## config.mk

```make
export PLATFORM = sky130hd
export DESIGN_NAME = ex_muldiv
export DESIGN_NICKNAME = d
export VERILOG_FILES = /design/src/rtl/muldiv_pkg.sv /design/src/rtl/ex_muldiv_mul_pipe.sv /design/src/rtl/ex_muldiv.sv
export SDC_FILE = /design/constraint.sdc
export NUM_CORES = 2
export LEC_CHECK = 0
export BUFFER_PORTS_ARGS = -buffer_cell sky130_fd_sc_hd__buf_2
export CAP_MARGIN = 20
export CORE_MARGIN = 3
export CORE_UTILIZATION = 40
export CTS_CLUSTER_DIAMETER = 30
export DETAILED_ROUTE_END_ITERATION = 16
export PLACE_DENSITY_LB_ADDON = 0.3
export SETUP_SLACK_MARGIN = 0.2
export SYNTH_ARGS = -nofsm -noshare
export SYNTH_HDL_FRONTEND = slang
export SYNTH_HIERARCHICAL = 1
export SYNTH_SLANG_ARGS = --single-unit
export TNS_END_PERCENT = 10
```

## constraint.sdc

```tcl
create_clock -name clk -period 7.7 [get_ports clk]
set_input_delay 0.77 -clock clk [delete_from_list [all_inputs] [get_ports clk]]
set_output_delay 0.77 -clock clk [all_outputs]
set_load 0.05 [all_outputs]
```

## src/rtl/muldiv_pkg.sv

```systemverilog
// Shared definitions for the execute-stage multiply/divide unit: op and state
// encodings plus the width-generic conditional two's-complement negate.
package muldiv_pkg;

  typedef enum logic [2:0] {
    MD_MULT  = 3'd0,
    MD_MULTU = 3'd1,
    MD_MADD  = 3'd2,
    MD_MADDU = 3'd3,
    MD_MSUB  = 3'd4,
    MD_MSUBU = 3'd5,
    MD_DIV   = 3'd6,
    MD_DIVU  = 3'd7
  } md_op_e;

  typedef enum logic [2:0] {
    S_IDLE = 3'd0,
    S_MUL  = 3'd1,
    S_ACC  = 3'd2,
    S_DIV  = 3'd3,
    S_DIVZ = 3'd4,
    S_DONE = 3'd5
  } md_state_e;

  // Widest value md_cneg handles; callers zero-extend in and truncate out,
  // which is exact because the low bits of a negation ignore the high bits.
  localparam int MD_MAXW = 128;

  // Quotient word reported for a zero divisor.
  localparam logic [MD_MAXW-1:0] MD_DIVZ_LO = '1;

  function automatic logic [MD_MAXW-1:0] md_cneg(input logic [MD_MAXW-1:0] v,
                                                 input logic               neg);
    return neg ? (~v + MD_MAXW'(1)) : v;
  endfunction

endpackage

```

## src/rtl/ex_muldiv_mul_pipe.sv

```systemverilog
// Unsigned magnitude multiplier: product enters on the launch edge and then
// ripples through MUL_STAGES registers alongside a matching valid shifter.
module mul_pipe #(
  parameter int DATA_W     = 32,
  parameter int MUL_STAGES = 2
) (
  input  logic                clk,
  input  logic                rst,
  input  logic                flush_i,
  input  logic                vld_i,
  input  logic [DATA_W-1:0]   a_i,
  input  logic [DATA_W-1:0]   b_i,
  output logic                vld_o,
  output logic [2*DATA_W-1:0] prod_o
);

  localparam int PW = 2 * DATA_W;

  logic [MUL_STAGES-1:0]         vld_pipe;
  logic [MUL_STAGES-1:0][PW-1:0] stg_q;

  always_ff @(posedge clk or negedge rst) begin
    if (!rst) begin
      vld_pipe <= '0;
      stg_q    <= '0;
    end else begin
      vld_pipe[0] <= vld_i & ~flush_i;
      if (vld_i) stg_q[0] <= PW'(a_i) * PW'(b_i);
      for (int s = 1; s < MUL_STAGES; s++) begin
        vld_pipe[s] <= vld_pipe[s-1] & ~flush_i;
        stg_q[s]    <= stg_q[s-1];
      end
    end
  end

  assign vld_o  = vld_pipe[MUL_STAGES-1];
  assign prod_o = stg_q[MUL_STAGES-1];

endmodule

```

## src/rtl/ex_muldiv.sv

```systemverilog
// Multi-cycle multiply / multiply-accumulate / divide unit for the execute
// stage; stalls while busy and pulses ready_o with a {HI,LO} result.
module ex_muldiv
  import muldiv_pkg::*;
#(
  parameter int DATA_W           = 32,
  parameter int MUL_STAGES       = 2,
  parameter int DIV_BITS_PER_CYC = 1
) (
  input  logic                clk,
  input  logic                rst,
  input  logic                start_i,
  input  logic [2:0]          op_i,
  input  logic [DATA_W-1:0]   opdata1_i,
  input  logic [DATA_W-1:0]   opdata2_i,
  input  logic [2*DATA_W-1:0] hilo_i,
  input  logic                annul_i,
  output logic [2*DATA_W-1:0] result_o,
  output logic                ready_o,
  output logic                stallreq_o
);

  localparam int PW      = 2 * DATA_W;
  localparam int DIV_CYC = DATA_W / DIV_BITS_PER_CYC;
  localparam int CW      = $clog2(DIV_CYC + 1);

  if ((DATA_W % DIV_BITS_PER_CYC) != 0 || MUL_STAGES < 1) begin : g_bad_cfg
    $error("ex_muldiv: unsupported parameter combination");
  end

  md_state_e         state_q, state_d;
  md_op_e            op_q;
  logic              neg_q, rsgn_q;
  logic [PW-1:0]     hilo_q, prod_q, result_q, result_d;
  logic [DATA_W-1:0] dvd_q, den_q, rem_q;
  logic [CW-1:0]     cnt_q;

  // Launch-side decode straight off the inputs.
  md_op_e            op_in;
  logic              in_signed, is_div_in, div_zero, s1, s2, accept;
  logic [DATA_W-1:0] mag1, mag2;

  assign op_in     = md_op_e'(op_i);
  assign in_signed = op_in inside {MD_MULT, MD_MADD, MD_MSUB, MD_DIV};
  assign is_div_in = op_in inside {MD_DIV, MD_DIVU};
  assign div_zero  = (opdata2_i == '0);
  assign s1        = in_signed & opdata1_i[DATA_W-1];
  assign s2        = in_signed & opdata2_i[DATA_W-1];
  assign mag1      = DATA_W'(md_cneg(MD_MAXW'(opdata1_i), s1));
  assign mag2      = DATA_W'(md_cneg(MD_MAXW'(opdata2_i), s2));
  assign accept    = (state_q == S_IDLE) & start_i & ~annul_i;

  logic          mul_vld;
  logic [PW-1:0] mul_prod, prod_adj, acc_res;

  mul_pipe #(
    .DATA_W     (DATA_W),
    .MUL_STAGES (MUL_STAGES)
  ) u_mul (
    .clk     (clk),
    .rst     (rst),
    .flush_i (annul_i),
    .vld_i   (accept & ~is_div_in),
    .a_i     (mag1),
    .b_i     (mag2),
    .vld_o   (mul_vld),
    .prod_o  (mul_prod)
  );

  assign prod_adj = PW'(md_cneg(MD_MAXW'(mul_prod), neg_q));
  assign acc_res  = (op_q inside {MD_MADD, MD_MADDU}) ? hilo_q + prod_q
                                                      : hilo_q - prod_q;

  // Restoring divide: dvd_q shifts dividend bits out the top while quotient
  // bits fill in from the bottom, so it ends up holding the quotient.
  logic [DATA_W-1:0] dr, dq, quo_fix, rem_fix;
  logic [DATA_W:0]   dt;
  logic              div_last;

  always_comb begin
    dr = rem_q;
    dq = dvd_q;
    dt = '0;
    for (int i = 0; i < DIV_BITS_PER_CYC; i++) begin
      dt = {dr, dq[DATA_W-1]};
      dq = {dq[DATA_W-2:0], 1'b0};
      if (dt >= {1'b0, den_q}) begin
        dt    = dt - {1'b0, den_q};
        dq[0] = 1'b1;
      end
      dr = dt[DATA_W-1:0];
    end
  end

  assign quo_fix  = DATA_W'(md_cneg(MD_MAXW'(dq), neg_q));
  assign rem_fix  = DATA_W'(md_cneg(MD_MAXW'(dr), rsgn_q));
  assign div_last = (cnt_q == CW'(DIV_CYC - 1));

  always_comb begin
    state_d  = state_q;
    result_d = result_q;
    unique case (state_q)
      S_IDLE: if (accept) state_d = !is_div_in ? S_MUL : (div_zero ? S_DIVZ : S_DIV);
      S_MUL: begin
        if (mul_vld) begin
          if (op_q inside {MD_MULT, MD_MULTU}) begin
            state_d  = S_DONE;
            result_d = prod_adj;
          end else begin
            state_d = S_ACC;
          end
        end
      end
      S_ACC: begin
        state_d  = S_DONE;
        result_d = acc_res;
      end
      S_DIV: begin
        if (div_last) begin
          state_d  = S_DONE;
          result_d = {rem_fix, quo_fix};
        end
      end
      S_DIVZ: begin
        state_d  = S_DONE;
        result_d = {dvd_q, DATA_W'(MD_DIVZ_LO)};
      end
      S_DONE:  state_d = S_IDLE;
      default: state_d = S_IDLE;
    endcase
    if (annul_i) begin
      state_d  = S_IDLE;
      result_d = result_q;
    end
  end

  always_ff @(posedge clk or negedge rst) begin
    if (!rst) state_q <= S_IDLE;
    else      state_q <= state_d;
  end

  always_ff @(posedge clk or negedge rst) begin
    if (!rst) begin
      result_q <= '0;
      op_q     <= MD_MULT;
      neg_q    <= 1'b0;
      rsgn_q   <= 1'b0;
      hilo_q   <= '0;
      prod_q   <= '0;
      dvd_q    <= '0;
      den_q    <= '0;
      rem_q    <= '0;
      cnt_q    <= '0;
    end else begin
      result_q <= result_d;
      if (accept) begin
        op_q   <= op_in;
        hilo_q <= hilo_i;
        neg_q  <= s1 ^ s2;
        rsgn_q <= s1;
        den_q  <= mag2;
        // A zero divisor reports the raw dividend, so keep it unconverted.
        dvd_q  <= div_zero ? opdata1_i : mag1;
        rem_q  <= '0;
        cnt_q  <= '0;
      end
      if (state_q == S_MUL && mul_vld) prod_q <= prod_adj;
      if (state_q == S_DIV) begin
        rem_q <= dr;
        dvd_q <= dq;
        cnt_q <= cnt_q + CW'(1);
      end
    end
  end

  assign result_o   = result_q;
  assign ready_o    = (state_q == S_DONE) & ~annul_i;
  // Dropping the stall in DONE lets the pipeline advance as ready_o is consumed.
  assign stallreq_o = rst & ~annul_i &
                      ((state_q == S_IDLE) ? start_i : (state_q != S_DONE));

endmodule

```

; Yosys cells after proc, flatten, opt, wreduce, memory -nomap -nowiden
; Index checks and enable logic that the tools add are counted.
[totals]
reg_bits = 432
wordCells = 105
[op_classes]
addsub = 9
mux = 28
reduce_logical = 14
n_lt_le_gt_ge = 1
bitwise = 18
n_eq_ne = 20
n_mul = 1
[ops]
columns = operator, count
row1 = 32-bit 2-to-1 mux, 10
row2 = 64-bit 2-to-1 mux, 5
row3 = 64-bit case mux with 4 select lines, 1
row4 = 32-bit by 1-bit adder with 32-bit output (second input constant), 4
row5 = 32-bit NOT, 4
row6 = 64-bit by 1-bit adder with 64-bit output (second input constant), 1
row7 = 64-bit adder, 1
row8 = 32-bit by 32-bit multiplier with 64-bit output, 1
row9 = 64-bit NOT, 1
row10 = 64-bit subtractor, 1
row11 = 33-bit by 32-bit >= comparator with 1-bit output, 1
row12 = 32-bit logical NOT, 1
row13 = 32-bit subtractor, 1
row14 = 3-bit 2-to-1 mux, 7
row15 = 3-bit by 2-bit == test with 1-bit output (second input constant), 5
row16 = 3-bit == test (second input constant), 5
row17 = 6-bit 2-to-1 mux, 2
row18 = 3-bit case mux with 4 select lines, 1
row19 = 1-bit AND, 10
row20 = 3-bit logical NOT, 3
row21 = 3-bit inequality test (second input constant), 3
row22 = 2-bit nonzero test, 4
row23 = 4-bit nonzero test, 2
row24 = 6-bit by 1-bit adder with 6-bit output (second input constant), 1
row25 = other kinds (12), 16

; Depth between registers and ports, before layout
[logic_depth]
ltp_word = 7
mapped_depth = 39
depth_no_buf = 36

; Hierarchy
; The synthesis kept the hierarchy.
[modules_own_cells]
columns = mod, seq_area_each_um2, n_inst, cells_per_inst, area_each_um2
row1 = mul_pipe, 3253.1, 1, 4030, 38142.8
row2 = ex_muldiv, 7532.2, 1, 3164, 24624.9

; Worst setup path after synthesis
; OpenSTA, ideal clock, no wires.
[synth_timing]
kind = input port to flip-flop
from = input port opdata1_i[4]
to = register u_mul/stg_q[57] in the netlist's numbering
setup_ps = 124
n_path_buf = 2
setup_slack_ps = -2144
arrival_time_ps = 9720
cell_stages = 33
cell_sequence = nor3_1 > nand3_1 > or4b_2 > nor3_1 > nand4_1 > or3_1 > nor3_1 > nor2_1 > xor2_1 > clkbuf_1 > nand2_1 > fa_1 > inv_1 > fa_1 > fa_1 > inv_1 > fa_1 > inv_1 > fa_1 > fa_1 > fa_1 > inv_1 > fa_1 > inv_1 > ha_1 > clkbuf_1 > nand2_1 > nor2_1 > nand2_1 > or3_2 > or4_4 > and4_4 > a211o_1
[synth_between]
elab_chain_len = 4
[synth_lines]
columns = item, line_no
row1 = from (decl), ex_muldiv.sv:14  ; input logic [DATA_W-1:0] opdata1_i,
row2 = 32-bit NOT, muldiv_pkg.sv:34  ; return neg ? (~v + MD_MAXW'(1)) : v;
row3 = 32-bit by 1-bit adder with 32-bit output, muldiv_pkg.sv:34
row4 = 32-bit 2-to-1 mux, muldiv_pkg.sv:34
row5 = named net mag1[29], ex_muldiv.sv:41  ; logic [DATA_W-1:0] mag1, mag2;
row6 = 32-bit by 32-bit multiplier with 64-bit output, ex_muldiv_mul_pipe.sv:28  ; if (vld_i) stg_q[0] <= PW'(a_i) * PW'(b_i);
row7 = "to (signal, indexed assignment)", ex_muldiv_mul_pipe.sv:31  ; stg_q[s] <= stg_q[s-1];
row8 = to (decl), ex_muldiv_mul_pipe.sv:20  ; logic [MUL_STAGES-1:0][PW-1:0] stg_q;
; The timed path passes the listed nets, and every way through them passes these cells.
; A chain may end at the register's enable or synchronous reset.

; Worst setup path after layout
[layout_timing]
from = input port opdata1_i[3]
to = register u_mul/stg_q[55] in the netlist's numbering
; Same word-level chain as after synthesis.

==> flow_metrics.env <==
export IMPL_cts_root_buffer="clkbuf_16"
export IMPL_syn_inst=7194
export IMPL_min_path_type="in2async"
export IMPL_cts_buffers=103
export IMPL_cp_required_ps=8300
export IMPL_nets=9105
export IMPL_clock_sinks=431
export IMPL_drt_iter0_drc=4244
export IMPL_critPathKind="in2reg"
export IMPL_maxSlewViolCount=0
export IMPL_violations="negative setup slack"
export IMPL_antenna_found_initial=12
export IMPL_synthFlopType="dfrtp_1"
export IMPL_start_kind="input pin"
export IMPL_num_vias=53300
export IMPL_cp_max_fo=6
export IMPL_clk_insertion_delay_late_ps=750
export IMPL_ys_ff_latch=431
export IMPL_ant_nets=0
export IMPL_coreArea_um2=155000
export IMPL_routed_via_density=5.41
export IMPL_worst_setup_path_end_kind="register"
export IMPL_place_inst=9619
export IMPL_drt_pass1_iter_count=9
export IMPL_path_clk_slew_ps=50
export IMPL_totalWireLength_um=212000
export IMPL_rsz0062_at_grt="yes"
export IMPL_grt_pass1_wl_um=329000
export IMPL_slowest_delay_ps=580
export IMPL_syn_to_final_growth_pct=21.1
export IMPL_cp_common_cell="fa_1"
export IMPL_cts_tree="yes"
export IMPL_slew_headroom=0.288
export IMPL_post_synth_num_cell_types=110
export IMPL_drive_gt1_frac=0.181
export IMPL_grt_max_degree=145
export IMPL_clock_fmax_ghz=0.115
export IMPL_fin_skew_ps=99.9
export IMPL_setup_tns_ps=-34580
export IMPL_finalCritPeriodShare=1.13
export IMPL_drv_cap=0
export IMPL_critical_path_slowest_cell="fa_1"
export IMPL_drc=0
export IMPL_period_minus_slack_ps=8720
export IMPL_status="finished, violations left"
export IMPL_tightest_slew_ps=1060
export IMPL_place_gp_congestion=0.976
export IMPL_die_y_um=402
export IMPL_dieArea_um2=162000
export IMPL_pin_count=201
export IMPL_wire_per_inst_um=21.6
export IMPL_grt_use_total=0.263
export IMPL_cts_htree_levels=3
export IMPL_synth_avg_cell_area_um2=8.73
export IMPL_async_reset_ff_frac=1.00
export IMPL_crit_arrival_ps=9320
export IMPL_setup_ws_ps=-1020
export IMPL_hold_viol=0
export IMPL_place_port_buffers=200
export IMPL_netlist_area_um2=62800
export IMPL_r2r_cells=21
export IMPL_syn_num_nets=8592
export IMPL_grt_pass1_vias=55700
export IMPL_start_util=0.405
export IMPL_yosys_warnings=6
export IMPL_cts_buffer_depth=3
export IMPL_final_cells=9846
export IMPL_ys_seq_area_frac=0.172
export IMPL_die_w_um=402
export IMPL_placementRows=144
export IMPL_setup_viol_count_final=45
export IMPL_grt_remaining_overflow=0
export IMPL_dp_hpwl_um=175000
export IMPL_synth_edf_count=0
==> flip-flops by register name (all words and copies together) (netlist names) <==
| register | cells |
|---|---|
| u_mul/vld_pipe | 2 |
| prod_q | 64 |
| u_mul/stg_q | 64 |
| u_mul/prod_o | 64 |
| result_o | 64 |
| rsgn_q | 1 |
| den_q | 32 |
| cnt_q | 6 |
| op_q | 2 |
| neg_q | 1 |
| rem_q | 32 |
| state_q | 3 |
| dvd_q | 32 |
| hilo_q | 64 |
==> area by class of cell <==
cell class	instances	area, um^2
clock buffers	116	2720
fillers	14600	78900
clock inverters	72	992
flip-flops and latches	431	10800
diodes	12	30.0
multi-input cells	5344	48200
well taps	2044	2560
repair buffers	879	7150
inverters	948	3560
==> kinds of logic (layout without fill, tap and decap cells) <==
kind of cell | count (synthesis) | count (layout) | share of synthesized area
compound gates | 1247 | 1247 | 0.128
other cells | 0 | 12 | 0
buf+inv | 1420 | 2015 | 0.0899
fa+ha+maj | 1263 | 1263 | 0.359
xor+xnor | 394 | 395 | 0.0550
flops | 431 | 431 | 0.172
simple gates | 2375 | 2375 | 0.185
mux | 64 | 64 | 0.0110
==> per-stage QoR <==
step                utilization  setup WS, ps  hold slack, ps  instance area (um^2)
finish                    0.491         -1020            22.4                 76000
global route              0.490         -1230            50.4                 76000
CTS                       0.487          -972            11.4                 75500
detailed placement        0.456         -2100             361                 70700
global placement          0.456         -2070             356                 70700
floorplan                     -         -1490             347                 62900
==> cell usage after synthesis, types with 17 or more instances <==
master    count  area (um^2)
mux2_2       41          462
o31ai_1      66          495
o21a_1       22          165
a211oi_1     21          158
inv_1       947         3550
clkbuf_1    367         1380
nand2b_1     30          188
a31oi_1      42          263
mux2i_1      23          230
nor2_1      220          826
nand2_1    1066         4000
o21bai_1     19          143
a22oi_1      43          323
xor2_1      192         1680
buf_4        66          495
fa_1        898        18000
nor2b_1      29          181
nor4_1       32          200
nor3_1       70          350
a21o_1      122          916
a221oi_1     37          324
o221ai_1     17          149
nand3_1      95          475
xnor2_1     202         1770
or3_1        41          257
ha_1        365         4570
nand4_1      40          250
o21ai_0     374         1870
buf_1        17         63.8
a21oi_1     276         1380
and3_1       27          169
and2_1      622         3890
o211ai_1     27          203
buf_2        17         85.1
o41ai_1      23          201
or4_1        23          173
dfrtp_1     431        10800
==> final timing paths <==
path / start / endpoint / slack (ps)
setup / recovery: opdata1_i[3] / u_mul/stg_q[55]$_DFFE_PN0P_ / -1020
hold / removal: rst / hilo_q[30]$_DFFE_PN0P_ / 20
setup reg to reg: prod_q[3]$_DFFE_PN0P_ / result_o[59]$_DFFE_PN0P_ / 680
hold reg to reg: u_mul/stg_q[12]$_DFFE_PN0P_ / u_mul/prod_o[12]$_DFF_PN0_ / 300
max in group asynchronous: rst / u_mul/prod_o[41]$_DFF_PN0_ / 5440
min in group clk: hilo_i[44] / hilo_q[44]$_DFFE_PN0P_ / 210
==> cells in the final DEF (no fill, tap or decap), types with 25 or more instances in the layout <==
cell type  netlist  routed
a21o_1         122     122
and2_1         622     614
xnor2_2          0      31
nand2b_1        30      30
ha_4             0      34
nor4_1          32      27
ha_1           365     328
buf_12           0      69
o21ai_0        374     359
nand3_1         95      88
mux2_2          41      40
nand2_1       1066    1054
nor2_1         220     213
o31ai_1         66      61
buf_4           66     580
a22oi_1         43      43
or3_1           41      40
a221oi_1        37      35
xor2_2           0      27
xor2_1         192     163
o211ai_1        27      27
fa_1           898     881
a21oi_1        276     246
buf_6            2      28
a31oi_1         42      37
dfrtp_1        431     429
nand4_1         40      40
and3_1          27      26
nor2b_1         29      25
nor3_1          70      61
a21oi_2          2      29
buf_2           17     197
clkbuf_16        0     105
inv_1          947     943
xnor2_1        202     163
==> worst max-delay path, delay by kind of cell <==
family / cells / cell delay (ps)
fa+ha+maj: 9 / 4420
simple gates: 9 / 2100
compound gates: 4 / 750
buf+inv: 6 / 740
mux: 1 / 260
xor+xnor: 2 / 250
==> repair_timing <==
item | 4_1_cts | 5_1_grt
endpoints found under the hold margin | 0 | 0
resized for setup | 162 | 80
pin swaps | 81 | 59
hold buffers | 0 | 0
gates cloned | 2 | 1
buffers inserted | 20 | 3
endpoints found under the setup margin | 50 | 50
==> metal layers <==
metal,vias to the layer above,wire length (um),track usage
li1,24200,-,-
met1,26900,87900,0.340
met2,1750,101000,0.433
met3,435,12300,0.0389
met4,2,11100,0.124
met5,-,11,0
Power is not shown: default switching activity piles up to over one toggle a cycle in this logic, so the estimate is an artifact.
